### src/rtl/sobel_pkg.sv
// Shared pixel and window types for the 3x3 Sobel window feeder.
package sobel_pkg;
  localparam int PIX_W   = 8;
  localparam int MIN_DIM = 3;

  typedef logic [PIX_W-1:0] pixel_t;
  // Index 0 is z1 (oldest, top-left), index 8 is z9 (newest pixel).
  typedef logic [8:0][PIX_W-1:0] win_t;
endpackage

### src/rtl/sobel_window_3x3_if.sv
// Pixel-in / window-out stream bundle between a pixel source, the window feeder and the Sobel core.
interface sobel_window_3x3_if;
  import sobel_pkg::*;

  pixel_t in_pix;
  logic   in_valid;
  logic   in_sof;
  logic   in_ready;
  pixel_t z1, z2, z3, z4, z5, z6, z7, z8, z9;
  logic   out_valid;
  logic   out_eof;
  logic   out_ready;
  logic   err_sof;

  modport master (
    output in_pix, in_valid, in_sof, out_ready,
    input  in_ready, z1, z2, z3, z4, z5, z6, z7, z8, z9, out_valid, out_eof, err_sof
  );

  modport slave (
    input  in_pix, in_valid, in_sof, out_ready,
    output in_ready, z1, z2, z3, z4, z5, z6, z7, z8, z9, out_valid, out_eof, err_sof
  );
endinterface

### src/rtl/sobel_line_buffer.sv
// Line buffer RAM: synchronous write, registered read returning contents from before a same-cycle write.
module sobel_line_buffer #(
  parameter int  DEPTH = 64,
  parameter int  DW    = 16,
  localparam int AW    = (DEPTH > 1) ? $clog2(DEPTH) : 1
) (
  input  logic          clk,
  input  logic          we_i,
  input  logic [AW-1:0] waddr_i,
  input  logic [DW-1:0] wdata_i,
  input  logic [AW-1:0] raddr_i,
  output logic [DW-1:0] rdata_o
);
  logic [DW-1:0] mem_q [DEPTH];
  logic [DW-1:0] rdata_q;

  always_ff @(posedge clk) begin
    if (we_i) begin
      mem_q[waddr_i] <= wdata_i;
    end
    rdata_q <= mem_q[raddr_i];
  end

  assign rdata_o = rdata_q;
endmodule

### src/rtl/sobel_window_3x3.sv
// 3x3 raster window generator for the Sobel core; one window per interior pixel, no border padding.
// Build macro SOBEL_WIN_SOF_CHECK_EN adds the sticky err_sof flag for misaligned start-of-frame.
module sobel_window_3x3
  import sobel_pkg::*;
#(
  parameter int IMG_WIDTH  = 64,
  parameter int IMG_HEIGHT = 64
) (
  input logic               clk,
  input logic               rst_n,
  sobel_window_3x3_if.slave bus
);
  localparam int COL_W = $clog2(IMG_WIDTH);
  localparam int ROW_W = $clog2(IMG_HEIGHT);
  localparam logic [COL_W-1:0] COL_LAST = COL_W'(IMG_WIDTH - 1);
  localparam logic [ROW_W-1:0] ROW_LAST = ROW_W'(IMG_HEIGHT - 1);

  win_t               win_q, win_d;
  logic               out_valid_q, out_valid_d;
  logic               out_eof_q, out_eof_d;
  logic [COL_W-1:0]   col_q, col_d, col_eff;
  logic [ROW_W-1:0]   row_q, row_d, row_eff;
  logic [2*PIX_W-1:0] lb_rd, lb_wr;
  logic               in_ready;
  logic               accept;

  assign in_ready = !out_valid_q || bus.out_ready;
  assign accept   = bus.in_valid && in_ready;
  assign col_eff  = bus.in_sof ? '0 : col_q;
  assign row_eff  = bus.in_sof ? '0 : row_q;
  // Upper byte is the row two lines back, lower byte the previous row.
  assign lb_wr    = {lb_rd[PIX_W-1:0], bus.in_pix};

  // Read address tracks the next column so the registered read is ready at the next accept.
  sobel_line_buffer #(
    .DEPTH (IMG_WIDTH),
    .DW    (2 * PIX_W)
  ) u_line_buffer (
    .clk     (clk),
    .we_i    (accept),
    .waddr_i (col_eff),
    .wdata_i (lb_wr),
    .raddr_i (col_d),
    .rdata_o (lb_rd)
  );

  always_comb begin
    win_d       = win_q;
    out_valid_d = out_valid_q;
    out_eof_d   = out_eof_q;
    col_d       = col_q;
    row_d       = row_q;
    if (accept) begin
      for (int i = 0; i < 3; i++) begin
        win_d[3*i]   = win_q[3*i+1];
        win_d[3*i+1] = win_q[3*i+2];
      end
      win_d[2]    = lb_rd[2*PIX_W-1:PIX_W];
      win_d[5]    = lb_rd[PIX_W-1:0];
      win_d[8]    = bus.in_pix;
      out_valid_d = (row_eff >= ROW_W'(2)) && (col_eff >= COL_W'(2));
      out_eof_d   = (row_eff == ROW_LAST) && (col_eff == COL_LAST);
      if (col_eff == COL_LAST) begin
        col_d = '0;
        row_d = (row_eff == ROW_LAST) ? '0 : row_eff + 1'b1;
      end else begin
        col_d = col_eff + 1'b1;
        row_d = row_eff;
      end
    end else if (bus.out_ready && out_valid_q) begin
      out_valid_d = 1'b0;
      out_eof_d   = 1'b0;
    end
  end

  always_ff @(posedge clk or negedge rst_n) begin
    if (!rst_n) begin
      win_q       <= '0;
      out_valid_q <= 1'b0;
      out_eof_q   <= 1'b0;
      col_q       <= '0;
      row_q       <= '0;
    end else begin
      win_q       <= win_d;
      out_valid_q <= out_valid_d;
      out_eof_q   <= out_eof_d;
      col_q       <= col_d;
      row_q       <= row_d;
    end
  end

`ifdef SOBEL_WIN_SOF_CHECK_EN
  logic err_sof_q, err_sof_d;

  assign err_sof_d = err_sof_q ||
                     (accept && bus.in_sof && ((row_q != '0) || (col_q != '0)));

  always_ff @(posedge clk or negedge rst_n) begin
    if (!rst_n) begin
      err_sof_q <= 1'b0;
    end else begin
      err_sof_q <= err_sof_d;
    end
  end

  assign bus.err_sof = err_sof_q;
`else
  assign bus.err_sof = 1'b0;
`endif

  assign bus.in_ready  = in_ready;
  assign bus.out_valid = out_valid_q;
  assign bus.out_eof   = out_eof_q;
  assign bus.z1 = win_q[0];
  assign bus.z2 = win_q[1];
  assign bus.z3 = win_q[2];
  assign bus.z4 = win_q[3];
  assign bus.z5 = win_q[4];
  assign bus.z6 = win_q[5];
  assign bus.z7 = win_q[6];
  assign bus.z8 = win_q[7];
  assign bus.z9 = win_q[8];
endmodule

### src/flat_wrapper.sv
// flat-port wrapper written by rule: the top's interface ports become plain ports
module sobel_window_3x3_flat import sobel_pkg::*;
#(
  parameter int IMG_WIDTH  = 64,
  parameter int IMG_HEIGHT = 64
)
  (clk, rst_n, bus_in_pix, bus_in_valid, bus_in_sof, bus_out_ready, bus_in_ready, bus_z1, bus_z2, bus_z3, bus_z4, bus_z5, bus_z6, bus_z7, bus_z8, bus_z9, bus_out_valid, bus_out_eof, bus_err_sof);
  sobel_window_3x3_if bus_i ();
  input logic clk;
  input logic rst_n;
  input wire logic [$bits(bus_i.in_pix)-1:0] bus_in_pix;
  input wire logic [$bits(bus_i.in_valid)-1:0] bus_in_valid;
  input wire logic [$bits(bus_i.in_sof)-1:0] bus_in_sof;
  input wire logic [$bits(bus_i.out_ready)-1:0] bus_out_ready;
  output wire logic [$bits(bus_i.in_ready)-1:0] bus_in_ready;
  output wire logic [$bits(bus_i.z1)-1:0] bus_z1;
  output wire logic [$bits(bus_i.z2)-1:0] bus_z2;
  output wire logic [$bits(bus_i.z3)-1:0] bus_z3;
  output wire logic [$bits(bus_i.z4)-1:0] bus_z4;
  output wire logic [$bits(bus_i.z5)-1:0] bus_z5;
  output wire logic [$bits(bus_i.z6)-1:0] bus_z6;
  output wire logic [$bits(bus_i.z7)-1:0] bus_z7;
  output wire logic [$bits(bus_i.z8)-1:0] bus_z8;
  output wire logic [$bits(bus_i.z9)-1:0] bus_z9;
  output wire logic [$bits(bus_i.out_valid)-1:0] bus_out_valid;
  output wire logic [$bits(bus_i.out_eof)-1:0] bus_out_eof;
  output wire logic [$bits(bus_i.err_sof)-1:0] bus_err_sof;
  assign bus_i.in_pix = bus_in_pix;
  assign bus_i.in_valid = bus_in_valid;
  assign bus_i.in_sof = bus_in_sof;
  assign bus_i.out_ready = bus_out_ready;
  assign bus_in_ready = bus_i.in_ready;
  assign bus_z1 = bus_i.z1;
  assign bus_z2 = bus_i.z2;
  assign bus_z3 = bus_i.z3;
  assign bus_z4 = bus_i.z4;
  assign bus_z5 = bus_i.z5;
  assign bus_z6 = bus_i.z6;
  assign bus_z7 = bus_i.z7;
  assign bus_z8 = bus_i.z8;
  assign bus_z9 = bus_i.z9;
  assign bus_out_valid = bus_i.out_valid;
  assign bus_out_eof = bus_i.out_eof;
  assign bus_err_sof = bus_i.err_sof;
  sobel_window_3x3 #(.IMG_WIDTH(IMG_WIDTH), .IMG_HEIGHT(IMG_HEIGHT)) u_core (.clk(clk), .rst_n(rst_n), .bus(bus_i));
endmodule
### config.mk
export PLATFORM = sky130hd
export DESIGN_NAME = sobel_window_3x3_flat
export DESIGN_NICKNAME = d
export VERILOG_FILES = /design/src/rtl/sobel_pkg.sv /design/src/rtl/sobel_window_3x3_if.sv /design/src/rtl/sobel_line_buffer.sv /design/src/rtl/sobel_window_3x3.sv /design/src/flat_wrapper.sv
export SDC_FILE = /design/constraint.sdc
export NUM_CORES = 1
export LEC_CHECK = 0
export CELL_PAD_IN_SITES_DETAIL_PLACEMENT = 0
export CELL_PAD_IN_SITES_GLOBAL_PLACEMENT = 1
export CORE_ASPECT_RATIO = 2
export CORE_MARGIN = 5
export CORE_UTILIZATION = 53
export CTS_CLUSTER_SIZE = 12
export DETAILED_ROUTE_END_ITERATION = 8
export DONT_BUFFER_PORTS = 1
export PLACE_DENSITY = 0.9
export SLEW_MARGIN = 10
export SYNTH_ARGS = -nofsm -noshare
export SYNTH_HDL_FRONTEND = slang
export SYNTH_SLANG_ARGS = --single-unit
### constraint.sdc
create_clock -name clk -period 5.2 [get_ports clk]
set_clock_uncertainty 0.1 [all_clocks]
set_input_delay 0.52 -clock clk [delete_from_list [all_inputs] [get_ports clk]]
set_output_delay 0.52 -clock clk [all_outputs]
set_load 0.03 [all_outputs]
# ---- Yosys cells after proc, flatten, opt, wreduce, memory -nomap -nowiden
# Memories as Yosys holds them, arrays and structs flattened. A register that Yosys moved wholly into a read port is not among the register bits.
# Cells that the tools add are included.
dict set report totals {
  ff_bits 86
  ramBits 1024
  inputBits 13
  output_inout_bits 76
  word_cells 38
  n_memories 1
}
# name words width read_ports rd_ports_with_merged_regs write_ports line_no
set mem_list {}
lappend mem_list {u_core.u_line_buffer.mem_q 64 16 1 1 1 sobel_line_buffer.sv:14} ;# logic [DW-1:0] mem_q [DEPTH];
dict set report classes {
  add_sub_neg 2
  magnitude_cmp 2
  eq_ne 2
  muxes 11
  reduce_logical 7
}
# operator count
set op_table {}
lappend op_table {{2-to-1 mux 6 bit} 6}
lappend op_table {{adder 6 x 1 -> 6 bit, second input constant} 2}
lappend op_table {{== test 6 bit, second input constant} 2}
lappend op_table {{greater-or-equal comparator 6 x 2 -> 1 bit, second input constant} 2}
lappend op_table {{2-to-1 mux 1 bit} 5}
lappend op_table {{logical AND 1 bit} 4}
lappend op_table {{nonzero test 2 bit} 1}
lappend op_table {{logical NOT 1 bit} 1}
lappend op_table {{logical OR 1 bit} 1}

# ---- Longest topological paths before layout
dict set report logic_depth {
  word_depth 5
  ltp_mapped 15
}

# ---- Modules after synthesis
# From an unflattened synthesis, not the netlist that was laid out.
dict set report hier_totals {
  cells_unflattened 2244
  area_unflattened_um2 43680.6
}
# mod n_inst cells_per_inst area_per_inst_um2 seq_area_each_um2
set by_module_without_submodules {}
lappend by_module_without_submodules {sobel_line_buffer 1 1829 40042.2 31069.8}
lappend by_module_without_submodules {sobel_window_3x3 1 415 3638.5 2152.1}

# ---- Least setup slack after synthesis
# Ideal clock, no wire load.
dict set report synth_path {
  kind {flip-flop to flip-flop}
  start {register u_core.out_valid_q, in the netlist u_core.bus.out_valid}
  end {memory u_core.u_line_buffer.mem_q[35][0], enable pin}
  setup_ns 0.430
  arrival_ns 3.304
  required_ns 4.670
  path_slack_ns 1.366
  stages_incl_launch_ff 7
  period_less_slack_ns 3.834
  cell_sequence {dfrtp_1 -> and2b_2 -> nor2_1 -> clkbuf_1 -> clkbuf_1 -> nand3_1 -> nor4_1}
}
dict set report synth_between {
  elab_chain_len 5
}
# item line_no
set synth_rtl {}
lappend synth_rtl {{start: declaration} sobel_window_3x3.sv:19} ;# logic out_valid_q, out_valid_d;
lappend synth_rtl {{start signal: assignment} sobel_window_3x3.sv:85} ;# out_valid_q <= out_valid_d;
lappend synth_rtl {{logical NOT 1 bit} sobel_window_3x3.sv:27} ;# assign in_ready = !out_valid_q || bus.out_ready;
lappend synth_rtl {{logical OR 1 bit} sobel_window_3x3.sv:27}
lappend synth_rtl {{logical AND 1 bit} sobel_window_3x3.sv:28} ;# assign accept = bus.in_valid && in_ready;
lappend synth_rtl {{2-to-1 mux 1 bit} sobel_line_buffer.sv:18} ;# if (we_i) begin
lappend synth_rtl {{2-to-1 mux 1 bit (not written as such)} sobel_line_buffer.sv:19} ;# mem_q[waddr_i] <= wdata_i;
lappend synth_rtl {{end: declaration} sobel_line_buffer.sv:14}
# Every way passes these cells.

# ---- Worst setup path after layout
dict set report layout_path {
  start {register u_core.out_valid_q, in the netlist u_core.bus.out_valid}
  end {register u_core.u_line_buffer.rdata_q[0], in the netlist u_core.u_line_buffer.rdata_o[0], read port of u_core.u_line_buffer.mem_q}
}
dict set report layout_between {
  elab_chain_len 4
}
# item line_no
set layout_rtl {}
lappend layout_rtl {{logical NOT 1 bit} sobel_window_3x3.sv:27}
lappend layout_rtl {{logical OR 1 bit} sobel_window_3x3.sv:27}
lappend layout_rtl {{via bus_in_ready} flat_wrapper.sv:15} ;# output wire logic [$bits(bus_i.in_ready)-1:0] bus_in_ready;
lappend layout_rtl {{logical AND 1 bit} sobel_window_3x3.sv:28}
lappend layout_rtl {{2-to-1 mux 6 bit} sobel_window_3x3.sv:53} ;# if (accept) begin
lappend layout_rtl {{end: declaration} sobel_line_buffer.sv:15} ;# logic [DW-1:0] rdata_q;
# The timed path passes the listed nets, and every way through them passes these cells.
# A chain may end at the register's enable or synchronous reset.

==> impl_results.md <==
- Design area: 0.05104 mm^2
- Pwr dens: 451.6 mW/mm^2
- Hold path cells: 3
- Die X: 218.4 um
- Status: completed
- FP Rows: 153
- First-pass GRT wire length: 185000 um
- Largest family of logic cells by synthesized area: simple AND/OR/NAND/NOR gates
- Reg-to-Reg Start: u_core.bus.out_valid
- CTS sink count: roughly 1100
- Post-synthesis cell count: 3460
- XOR/XNOR Fraction of Synth Area: 0.07611%
- Post-DR wirelength/cell: 26.89 um
- Drt first pass iters: 8
- Via density: 6.454
- Final Critical Period: 4.905 ns
- Max-Cap Viols: 0
- Largest net degree at the start of global routing: 196
- Via Count: 30439
- Achievable clock frequency: 203.9 MHz
- Num CTS Buffers: between 100 and 150
- Chip Height: 426.8 um
- R2r endpoint: u_core.u_line_buffer.rdata_o[0]
- CP Capture Type: flip-flop
- CP Max Fanout: 57
- Pre-CTS setup slack: 0.4627 ns
- Share of the synthesized area in the top cell type: 66.80%
- Final hold vios: 0
- Synth async-reset ratio: between 7 and 8%
- Setup violators final: 0
- Starting Density: 53.20%
- Synth Area in Simple Gates: 12.98%
- Worst hold slack: between 0.04 and 0.05 ns
- Hold_sp: bus_in_valid
- CTS Hold Bufs: 12
- Initial antenna violation count: 6
- Worst min-delay path class: in2reg
- Root buffer cell: clkbuf_16
- Worst-Skew Late Latency: 0.70 ns
- CTS clock-pin slew for the worst setup and hold paths: 0.06 ns
- Placed Instance Area: 0.04774 mm^2
- Yosys cell types: 79
- Top cells by area, synth: edfxtp_1 67%, nand2_1 7.2%, dfrtp_1 4.7%
- Pleak: 17.44 nW
- GRT Util Overall: 26.43%
- Setup TNS: 0 ns
- Post-Synth Adder-Cell Area: 0.05436%
- Critical Path Source: u_core.bus.out_valid
- Yosys reg bits: 1126
- Grt ovf: 0
- Dpl hpwl: 74330 um
- DR DRC count: 0
- Syn_area_per_cell: roughly 13 um^2
- Post-CTS Setup Inserts: 0
- Critical Path AT: 5.44 ns
- Tcrit/Tclk final: a little over nine tenths
- Die ar.: 0.09321 mm^2
- Maximum root-to-sink buffer count: 3
- Slew @ Worst Pin: 1.101 ns
- Vias in the first global route: 29350
- IO buf count: 0
- EDFF count, synth: slightly above 1000
- Synth-to-Final Area Change: 10.89%
- Synth Area in Compound Gates: 7.907%
- CP Launch Type: flip-flop
- Fin nets: around 3500
- GP Congestion: 0.9331
- RSZ-0062 raised after global routing: false
- Commonest cells after routing, fill and taps aside: 1024 x edfxtp_1, 875 x nand2_1, 241 x nand3_1
- Worst setup margin: 0.2950 ns
- Mapped Area: between 0.04 and 0.05 mm^2
- Commonest non-fill, non-tap cell in the layout: edfxtp_1
- Routed Antenna Nets: 0
- Post-Syn Nets: about 3500
- Core area: 0.08653 mm^2
- IO Pins: between 80 and 90
- Clock H-tree levels: 3
- Post-synthesis mux area share: 4.395%
- Worst Reg2Reg Path Length in Cells: 11
- Critical path required time: 5.73 ns
- R2R setup slack: 0.29 ns
- Main flop type after synthesis: edfxtp_1
- Max Slew Vio Count: 0
- WHS Endpoint: u_core.bus.out_valid
- VDD IR max: 385.3 uV
- CTS resizes: 0
- Crit path kind: reg2reg
- Synthesis Warnings: 0
- Share of layout cells above drive strength 1: between 9 and 10%
- Slew HR: 24.67%
- CTS tree: built
- Sequential-to-total area share from yosys stat: 72.17%
- Synth area leader: edfxtp_1
- WL final: 126800 um
- Initial drt markers: 4240
[layer usage]
metal,global-route usage (%),part of all wire [%],up-vias,routed length [um]
li1,-,-,13047,-
met1,33.97,35,14941,44710
met2,42.05,47,2032,59610
met3,5.398,11,417,14150
met4,15.08,6.6,2,8344
met5,0,0.0087,-,11
[cell families (layout without fill, tap and decap cells)]
group                      Yosys count  count (layout)
AOI/OAI and AO/OA                  515             515
xor gates and xnor gates             4               4
buffers and inverters              246             339
and+or+nand+nor                   1378            1378
muxes                              188             188
adders and majority gates            2               2
DFF                               1126            1126
other                                1               2
[power by group]
part / internal (mW) / total, mW / leakage (nW) / switching (mW)
registers: 10.8 / 11.6 / 10.4 / 0.765
logic: 1.22 / 4.44 / 5.55 / 3.22
clock network: 3.87 / 7.04 / 1.46 / 3.17
[registers in the layout (all words and copies together), names as in the netlist, 8 cells and up]
signal,flops
u_core.bus.z3,8
u_core.bus.z9,8
u_core.bus.z1,8
u_core.bus.z8,8
u_core.bus.z2,8
u_core.bus.z7,8
u_core.bus.z5,8
u_core.bus.z6,8
u_core.bus.z4,8
u_core.u_line_buffer.rdata_o,16
u_core.u_line_buffer.mem_q,1024
[critical path: stages, from the launching register on]
cell	delay [ns]
dfrtp_1	0.50
and2b_2	0.35
inv_2	0.41
nand3_1	0.41
and3_4	0.46
inv_6	0.47
mux2i_1	0.16
a2111oi_0	0.41
a311oi_1	0.13
buf_4	0.22
a2111oi_0	0.87
and4_1	0.30
[synth_stat cells, types with 22 or more instances]
cell type,instances
o21ai_0,36
mux2_2,31
a21oi_1,87
a211oi_1,24
a311oi_1,34
buf_2,70
a2111oi_0,37
and4_1,23
nor2_1,95
nand4_1,37
clkbuf_1,107
nand2_1,877
nand3_1,241
a22o_1,33
nor3_1,22
and2_1,25
buf_1,33
dfrtp_1,86
edfxtp_1,1024
a32oi_1,29
a31oi_1,62
a22oi_1,32
mux2i_1,147
o22ai_1,55
[how the worst max path moves through the flow]
stage,endpoint,slack (ns)
final,u_core.u_line_buffer.rdata_o[0],0.29
after global routing,u_core.u_line_buffer.rdata_o[0],0.25
after CTS,u_core.u_line_buffer.rdata_o[0],0.37
after detailed placement,u_core.u_line_buffer.rdata_o[0],0.46
after global placement,u_core.u_line_buffer.rdata_o[1],0.63
after floorplan,u_core.u_line_buffer.mem_q[35][0],1.37
[metrics by stage]
stage / power (mW) / utilization [%] / std cells
after floorplan: 14.18 / - / 3460
after global placement: 15.82 / 55.17 / 4532
after detailed placement: 15.94 / 55.17 / 4532
after CTS: 22.98 / 58.99 / 4715
after global routing: 23.73 / 58.99 / 4715
final: 23.05 / 58.99 / 4716
[area by class of cell]
type	instances	area (um^2)
repair buffers	153	1449
well taps	1162	1454
inverters	15	71.32
multi-input cells	2088	11810
clock inverters	10	113.9
diodes	1	2.502
clock buffers	161	2910
fillers	6485	35480
flip-flops and latches	1126	33240
Note: power is estimated with default switching activity, not from simulation.
